`config.mk`:
```
export PLATFORM = sky130hd
export DESIGN_NAME = glyph_renderer_flat
export DESIGN_NICKNAME = d
export VERILOG_FILES = /design/src/rtl/glyph_renderer_if.sv /design/src/rtl/glyph_renderer.sv /design/src/flat_wrapper.sv
export SDC_FILE = /design/constraint.sdc
export NUM_CORES = 1
export LEC_CHECK = 0
export ABC_AREA = 1
export BUFFER_PORTS_ARGS = -buffer_cell sky130_fd_sc_hd__buf_2
export CORE_MARGIN = 2
export CORE_UTILIZATION = 30
export CTS_CLUSTER_DIAMETER = 150
export DETAILED_ROUTE_END_ITERATION = 16
export REMOVE_ABC_BUFFERS = 1
export SYNTH_ARGS = -nofsm -noshare
export SYNTH_HDL_FRONTEND = slang
export SYNTH_SLANG_ARGS = --single-unit
```
`constraint.sdc`:
```
create_clock -name clk -period 4.3 [get_ports clk]
set_input_delay 0.86 -clock clk [delete_from_list [all_inputs] [get_ports clk]]
set_output_delay 0.86 -clock clk [all_outputs]
set_load 0.01 [all_outputs]
```
`src/rtl/glyph_renderer_if.sv`:
```
// rtl/glyph_renderer_if.sv - character buffer and font ROM read bus for glyph_renderer
interface glyph_renderer_if;
    logic [8:0] char_addr;
    logic [7:0] char_code;
    logic [9:0] font_addr;
    logic [7:0] font_bits;

    modport master (output char_addr, output font_addr, input char_code, input font_bits);
    modport slave  (input char_addr, input font_addr, output char_code, output font_bits);
endinterface

```
`src/rtl/glyph_renderer.sv`:
```
// rtl/glyph_renderer.sv - 5-stage text-mode pixel pipeline (optional blinking cursor: GLYPH_CURSOR_EN)
module glyph_renderer #(
    parameter int COLS       = 25,
    parameter int ROWS       = 18,
    parameter int SCALE_LOG2 = 2,
    parameter int LATENCY    = 5
) (
    input  logic        clk,
    input  logic        rst_n,
    input  logic [10:0] hpos,
    input  logic [9:0]  vpos,
    input  logic        display_on,
    input  logic        hsync_in,
    input  logic        vsync_in,
`ifdef GLYPH_CURSOR_EN
    input  logic [4:0]  cursor_col,
    input  logic [4:0]  cursor_row,
`endif
    glyph_renderer_if.master bus,
    input  logic [5:0]  fg_color,
    input  logic [5:0]  bg_color,
    output logic [5:0]  rgb_out,
    output logic        hsync_out,
    output logic        vsync_out,
    output logic        display_on_out
);
    localparam int CELL_LOG2 = SCALE_LOG2 + 3;

    typedef struct packed {
        logic       de;
        logic       in_grid;
        logic [2:0] gx;
        logic [2:0] gy;
        logic       cur;
    } fetch_meta_t;

    // Once the font address is formed the glyph row index is no longer needed.
    typedef struct packed {
        logic       de;
        logic       in_grid;
        logic [2:0] gx;
        logic       cur;
    } pixel_meta_t;

    fetch_meta_t s1, s2;
    pixel_meta_t s3, s4;
    logic        inv3, inv4;
    logic [LATENCY-1:0] hs_sr, vs_sr, de_sr;

    logic [5:0] col;
    logic [4:0] row;
    logic [8:0] addr_d;
    logic       in_grid_d;
    logic       cur_d;
    logic       pix;

    assign col       = 6'(hpos >> CELL_LOG2);
    assign row       = 5'(vpos >> CELL_LOG2);
    assign addr_d    = 9'(row) * 9'(COLS) + 9'(col);
    assign in_grid_d = display_on && (col < 6'(COLS)) && (row < 5'(ROWS));

`ifdef GLYPH_CURSOR_EN
    logic [5:0] frame_cnt;
    logic       vsync_q;

    always_ff @(posedge clk) begin
        if (!rst_n) begin
            frame_cnt <= '0;
            vsync_q   <= 1'b0;
        end else begin
            vsync_q <= vsync_in;
            if (vsync_in && !vsync_q)
                frame_cnt <= frame_cnt + 6'd1;
        end
    end

    // in_grid_d already excludes any cursor position beyond the grid.
    assign cur_d = in_grid_d && !frame_cnt[5] &&
                   (col == 6'(cursor_col)) && (row == cursor_row);
`else
    assign cur_d = 1'b0;
`endif

    assign pix = bus.font_bits[3'd7 - s4.gx] ^ inv4 ^ s4.cur;

    always_ff @(posedge clk) begin
        if (!rst_n) begin
            s1            <= '0;
            s2            <= '0;
            s3            <= '0;
            s4            <= '0;
            inv3          <= 1'b0;
            inv4          <= 1'b0;
            bus.char_addr <= '0;
            bus.font_addr <= '0;
            rgb_out       <= '0;
            hs_sr         <= '0;
            vs_sr         <= '0;
            de_sr         <= '0;
        end else begin
            s1.de         <= display_on;
            s1.in_grid    <= in_grid_d;
            s1.gx         <= hpos[SCALE_LOG2 +: 3];
            s1.gy         <= vpos[SCALE_LOG2 +: 3];
            s1.cur        <= cur_d;
            bus.char_addr <= in_grid_d ? addr_d : 9'd0;

            s2 <= s1;

            // Character buffer output is valid here, one clock after char_addr.
            bus.font_addr <= {bus.char_code[6:0], s2.gy};
            inv3          <= bus.char_code[7];
            s3.de         <= s2.de;
            s3.in_grid    <= s2.in_grid;
            s3.gx         <= s2.gx;
            s3.cur        <= s2.cur;

            s4   <= s3;
            inv4 <= inv3;

            if (!s4.de)
                rgb_out <= '0;
            else if (!s4.in_grid)
                rgb_out <= bg_color;
            else
                rgb_out <= pix ? fg_color : bg_color;

            hs_sr <= {hs_sr[LATENCY-2:0], hsync_in};
            vs_sr <= {vs_sr[LATENCY-2:0], vsync_in};
            de_sr <= {de_sr[LATENCY-2:0], display_on};
        end
    end

    assign hsync_out      = hs_sr[LATENCY-1];
    assign vsync_out      = vs_sr[LATENCY-1];
    assign display_on_out = de_sr[LATENCY-1];
endmodule

```
`src/flat_wrapper.sv`:
```
// flat-port wrapper written by rule: the top's interface ports become plain ports
module glyph_renderer_flat 
#(
    parameter int COLS       = 25,
    parameter int ROWS       = 18,
    parameter int SCALE_LOG2 = 2,
    parameter int LATENCY    = 5
)
  (clk, rst_n, hpos, vpos, display_on, hsync_in, vsync_in, fg_color, bg_color, rgb_out, hsync_out, vsync_out, display_on_out, bus_char_addr, bus_font_addr, bus_char_code, bus_font_bits);
  glyph_renderer_if bus_i ();
  input  logic clk;
  input  logic rst_n;
  input  logic [10:0] hpos;
  input  logic [9:0] vpos;
  input  logic display_on;
  input  logic hsync_in;
  input  logic vsync_in;
  input  logic [5:0] fg_color;
  input  logic [5:0] bg_color;
  output logic [5:0] rgb_out;
  output logic hsync_out;
  output logic vsync_out;
  output logic display_on_out;
  output wire logic [$bits(bus_i.char_addr)-1:0] bus_char_addr;
  output wire logic [$bits(bus_i.font_addr)-1:0] bus_font_addr;
  input wire logic [$bits(bus_i.char_code)-1:0] bus_char_code;
  input wire logic [$bits(bus_i.font_bits)-1:0] bus_font_bits;
  assign bus_char_addr = bus_i.char_addr;
  assign bus_font_addr = bus_i.font_addr;
  assign bus_i.char_code = bus_char_code;
  assign bus_i.font_bits = bus_font_bits;
  glyph_renderer #(.COLS(COLS), .ROWS(ROWS), .SCALE_LOG2(SCALE_LOG2), .LATENCY(LATENCY)) u_core (.clk(clk), .rst_n(rst_n), .hpos(hpos), .vpos(vpos), .display_on(display_on), .hsync_in(hsync_in), .vsync_in(vsync_in), .bus(bus_i), .fg_color(fg_color), .bg_color(bg_color), .rgb_out(rgb_out), .hsync_out(hsync_out), .vsync_out(vsync_out), .display_on_out(display_on_out));
endmodule
```
# After elaboration in Yosys (flattened, before gate mapping)

Index checks and enable logic that the tools add are counted.

Bits in registers: 71
Bits in latches: 0
RAM bits: 0
Memory bits (read-only): 0
Input bits: 54
Output and inout port bits: 28
Logic and storage cells: 41
Memories kept: 0

Add/subtract/negate cells: 2
Multipliers: 1
Div/mod/pow operators: 0
$lt $le $gt $ge: 3
Eq/ne operators: 0
Shifts and indexed selects: 0
Muxes and demuxes: 4
Bitwise gates (word level): 2
Reductions and logical operators: 4

Operators by type and width:

| kind                                                                 | count |
|---|---|
| 6-bit 2-to-1 mux                                                     | 2 |
| 9-bit by 6-bit adder with 9-bit output                               | 1 |
| 5-bit by 5-bit multiplier with 9-bit output, second input constant   | 1 |
| 6-bit by 5-bit < comparator with 1-bit output, second input constant | 1 |
| 5-bit < comparator, second input constant                            | 1 |
| 3-bit by 4-bit < comparator with 1-bit output, second input constant | 1 |
| 2-bit AND reduction                                                  | 2 |
| 1-bit binary-select mux with 3-bit select                            | 1 |
| 3-bit subtractor, first input constant                               | 1 |
| 1-bit logical AND                                                    | 2 |
| 1-bit bitwise XOR                                                    | 2 |
| 1-bit 2-to-1 mux                                                     | 1 |

# Longest topological paths before layout

Depth after elaboration: 7
Depth in mapped cells: 13

# Worst setup path before layout

OpenSTA, ideal clock, no wires.

Path kind: input-to-reg
Start point: input port vpos[6]
End point: register u_core.bus.char_addr[8]
Setup time: 0.116 ns
Arrival: 3.016 ns
Data required time: 4.184 ns
Slack: 1.168 ns
Stages on the path: 13
Buffers on the path: 0
Cell sequence: inv_1 > ha_1 > inv_1 > fa_1 > fa_1 > inv_1 > ha_1 > nand2_1 > nand2_1 > nand2_1 > nand3_1 > xor2_1 > nor2_1

Word-level cells in the longest chain between the ends: 3

Ends and longest elaborated chain:

| what                                                                                                | RTL line               | source |
|---|---|---|
| start: declaration                                                                                  | flat_wrapper.sv:14     | `input logic [9:0] vpos;` |
| parallel branches: the longest is 3 deep, another holds 5-bit by 5-bit multiplier with 9-bit output | --                     |  |
| end signal: assignment                                                                              | glyph_renderer.sv:106  | `bus.char_addr <= in_grid_d ? addr_d : 9'd0;` |
| end: declaration                                                                                    | glyph_renderer_if.sv:8 | `modport master (output char_addr, output font_addr, input char_code, input font_bits);` |

Several ways; the timed one is not identified.
A chain may end at the register's enable or synchronous reset.

# Worst setup path after layout

Start point: input port vpos[6]
End point: register u_core.bus.char_addr[6]

The elaborated chain is that of the path after synthesis.

==> results summary <==
The flow ran to the end, and the final reports show no timing, DRC or antenna violations. The commonest cells after synthesis are 97 x inv_1, 76 x nand2_1, 64 x dfxtp_1. The maximum number of pins on one net before global-route repair came out at 49.

Power spread over the standard cell area amounts to 389 nW/µm². The cell sitting at the root of the clock tree is a clkbuf_8. The sequential cell area fraction in the yosys report came out at 47.8%. The start-to-end type of the worst setup path is in2reg. Yosys attributes the largest share of cell area to dfxtp_1 48%, inv_1 14%, ha_1 13%. The mean number of vias per cell is 3.87. The die boundary height is 98.5 µm. The final critical-path share of the clock period came out at 71.1%.

The synthesized-area fraction occupied by xor and xnor cells is 0.980%. The min-delay analysis places its worst path in the category reg2reg. In the synthesized netlist the async set-or-reset flop fraction comes to 0%.

The horizontal die dimension is 98.5 µm. After detailed routing, the met3 layer carries 310 µm of wire. The fraction of layout cells with a size suffix above 1 is 24.3%. The post-synthesis cell count is 327. Adding up every negative setup slack in the final design gives 0 ns.

The count of warnings emitted by yosys is 0. At the pin with the least slew margin, the transition time is 0.455 ns. Once the clock tree was built, the setup fixing pass inserted 0 buffers. The fraction of synthesized area in multiplexers is 0%. The via count of the first global-routing pass came to 1980. For this block, the initial DRC count from the detailed router was 33.

After layout, the minimum clock period comes to 3.06 ns. STA classifies the critical path startpoint as an input pin. The area share of and/or/nand/nor cells after synthesis came out at 19.0%. The number of antenna-violating nets in the routed design is 0. The synthesized flop and latch total is 64. Along the worst path, the maximum fanout reaches 6.

The relative area change from synthesis to final layout came out at 26.7%. The highest metal layer with signal wires is met4. For this run, the leading register cell type out of synthesis is dfxtp_1. The final routed wire length divided by cell count came out at 9.10 µm. The signal arrival time at the worst endpoint came out at 3.32 ns.

The data required time of the critical path came out at 4.56 ns. The startpoint of the worst hold path is u_core.de_sr[1]$_SDFF_PN0_. In this run the number of H-tree levels came out at 3.

The count of clock tree sinks is 64. The global-route wire length before repair came out at 8040 µm. The number of nets at the end of the flow came out at 496. The count of port buffers added during placement is 77. The filler cell count in the final layout came out at 910. The final clock skew is 0.00662 ns. The synthesized netlist devotes 15.6% of its cell area to adder and majority cells.

The number of antenna diodes in the final layout is 0. The area share of the largest cell type after synthesis is 47.8%. The floorplan has 34 rows. The total non-filler cell area in the finished layout came out at 3390 µm². Summing the areas of all compound-gate instances in the mapped netlist gives 2.01% of the synthesized area. STA classifies the critical path endpoint as a register. The leading area contributor after synthesis is dfxtp_1. The analysis attributes to cell leakage a power of 0.00211 µW.

The final count of pins violating max slew is 0. Once the floorplan was initialized, standard cells occupied 30.9% of the core. TritonCTS built the clock tree. By instance count, the leading cell after synthesis is inv_1. The weighted congestion at the end of routability-driven global placement is 0.825. The mean cell area of the mapped netlist is 8.20 µm². The mapped cell area is 2680 µm².

After clock tree synthesis, the clock-pin slew on the worst setup and hold paths is 0.07 ns. Setup repair after global routing left no endpoint under its margin. The total half-perimeter wirelength after legalization and detailed placement came out at 3630 µm.

Total power for the finished layout comes to 1320 µW. Setup violations remaining at the end of the flow were counted as 0. The minimum setup slack after placement came out at 0.901 ns. The critical register-to-register path startpoint is u_core.s4[1]$_SDFF_PN0_.

The placed instances occupy a cell area of 3190 µm². The overflow left after global routing came out at 0. The clock latency reported for the late side of the worst-skew pair is 0.33 ns.

The amount of wire on met2 after detailed routing came out at 2300 µm. The number of flops mapped to enable cells by yosys came out at 0. The longest clock path from root to sink contains 2 buffers.

The number of antenna violations at the first check in global routing is 0. The max-cap check violation count came out at 0. The core area came out at 8680 µm². Setup slack closes at 1.24 ns. The met1 wire length is 2120 µm. The distinct cell type count after synthesis came out at 24.

The maximum achievable frequency came out at 0.327 GHz. The I/O pin total is 82. The max-slew headroom at the worst pin came out at 69.7%. The source of the critical timing path is vpos[6]. The die covers 9710 µm². The global-route usage over all layers is 10.4%.

The first-pass detailed-route iteration total is 4. The cts-stage hold buffer count is 0. The number of gates resized after cts came out at 0.

The total clock buffers created by CTS came out at 9. The largest vdd supply drop came out at 0.107 mV. The final hold violation count is 0.

The main combinational cell family by area after synthesis is simple AND/OR/NAND/NOR gates. The number of vias in the routed layout is 2028. The DRC violation count after routing came out at 0.

The wire length after detailed routing came out at 4770 µm.
layout make-up:
| cell class | instances | area (µm²) | area share, % |
|---|---|---|---|
| Clock inverter | 6 | 67.6 | 1.99 |
| Tap cell | 108 | 135 | 3.98 |
| Inverter | 99 | 372 | 10.9 |
| Multi-Input combinational cell | 159 | 1010 | 29.7 |
| Sequential cell | 64 | 1280 | 37.7 |
| Timing Repair Buffer | 78 | 393 | 11.6 |
| Clock buffer | 10 | 138 | 4.05 |
routing by layer:
layer	global-route usage (%)	vias up
met5	0	-
met4	5.69	0
met3	2.98	4
met2	18.9	54
met1	10.7	856
li1	-	1114
state kept, by name, indices dropped and copies added (netlist names):
register,cells
u_core.s4,4
u_core.inv4,1
u_core.vs_sr,5
u_core.s3,4
u_core.s2,7
u_core.de_sr,5
u_core.bus.char_addr,9
u_core.hs_sr,5
u_core.rgb_out,6
u_core.inv3,1
u_core.bus.font_addr,10
u_core.s1,7
layout by cell type (no fill, tap or decap), types with 2 or more instances in the layout:
master / count
a21oi_1: 5
buf_2: 77
clkbuf_8: 10
clkinvlp_4: 2
dfxtp_1: 64
fa_1: 4
ha_1: 27
inv_1: 97
inv_2: 2
nand2_1: 76
nand3_1: 6
nand3_4: 2
nand4_1: 7
nor2_1: 17
o21ai_0: 3
xor2_1: 2
report_power, final:
group,switching [µW],internal [µW]
Sequential,5.61,612
Clock,231,285
Combinational,106,79.3
Total,343,977
critical path, stage by stage:
cell	delay (ns)
buf_2	0.13
inv_1	0.05
ha_1	0.28
inv_1	0.08
fa_1	0.44
fa_1	0.54
inv_1	0.04
ha_1	0.35
nand2_1	0.10
nand2_1	0.06
a31oi_1	0.18
o21ai_0	0.10
a21oi_1	0.12
final timing paths:
path / slack (ns) / cells past startpoint / endpoint
worst min-delay path: 0.41 / 2 / u_core.de_sr[2]$_SDFF_PN0_
worst max-delay path: 1.24 / 13 / u_core.bus.char_addr[6]$_SDFF_PN0_
worst min register to register: 0.41 / 2 / u_core.de_sr[2]$_SDFF_PN0_
worst max register to register: 2.93 / 10 / u_core.rgb_out[3]$_SDFF_PN0_
metrics by stage:
step	hold WS, ns	utilization (%)	std cells
after global placement	0.392	36.8	508
final	0.406	39.1	524
after floorplan	0.390	-	322
after global routing	0.422	39.1	524
after CTS	0.403	39.1	524
after detailed placement	0.395	36.8	508
logic make-up (layout without fill, tap and decap cells):
| group | count (synthesis) | count (layout) |
|---|---|---|
| simple gates | 115 | 115 |
| buf+inv | 104 | 193 |
| flops | 64 | 64 |
| fa+ha+maj | 31 | 31 |
| xor+xnor | 3 | 3 |
| compound gates | 10 | 10 |
No activity file was read; power rests on OpenSTA's default activity.
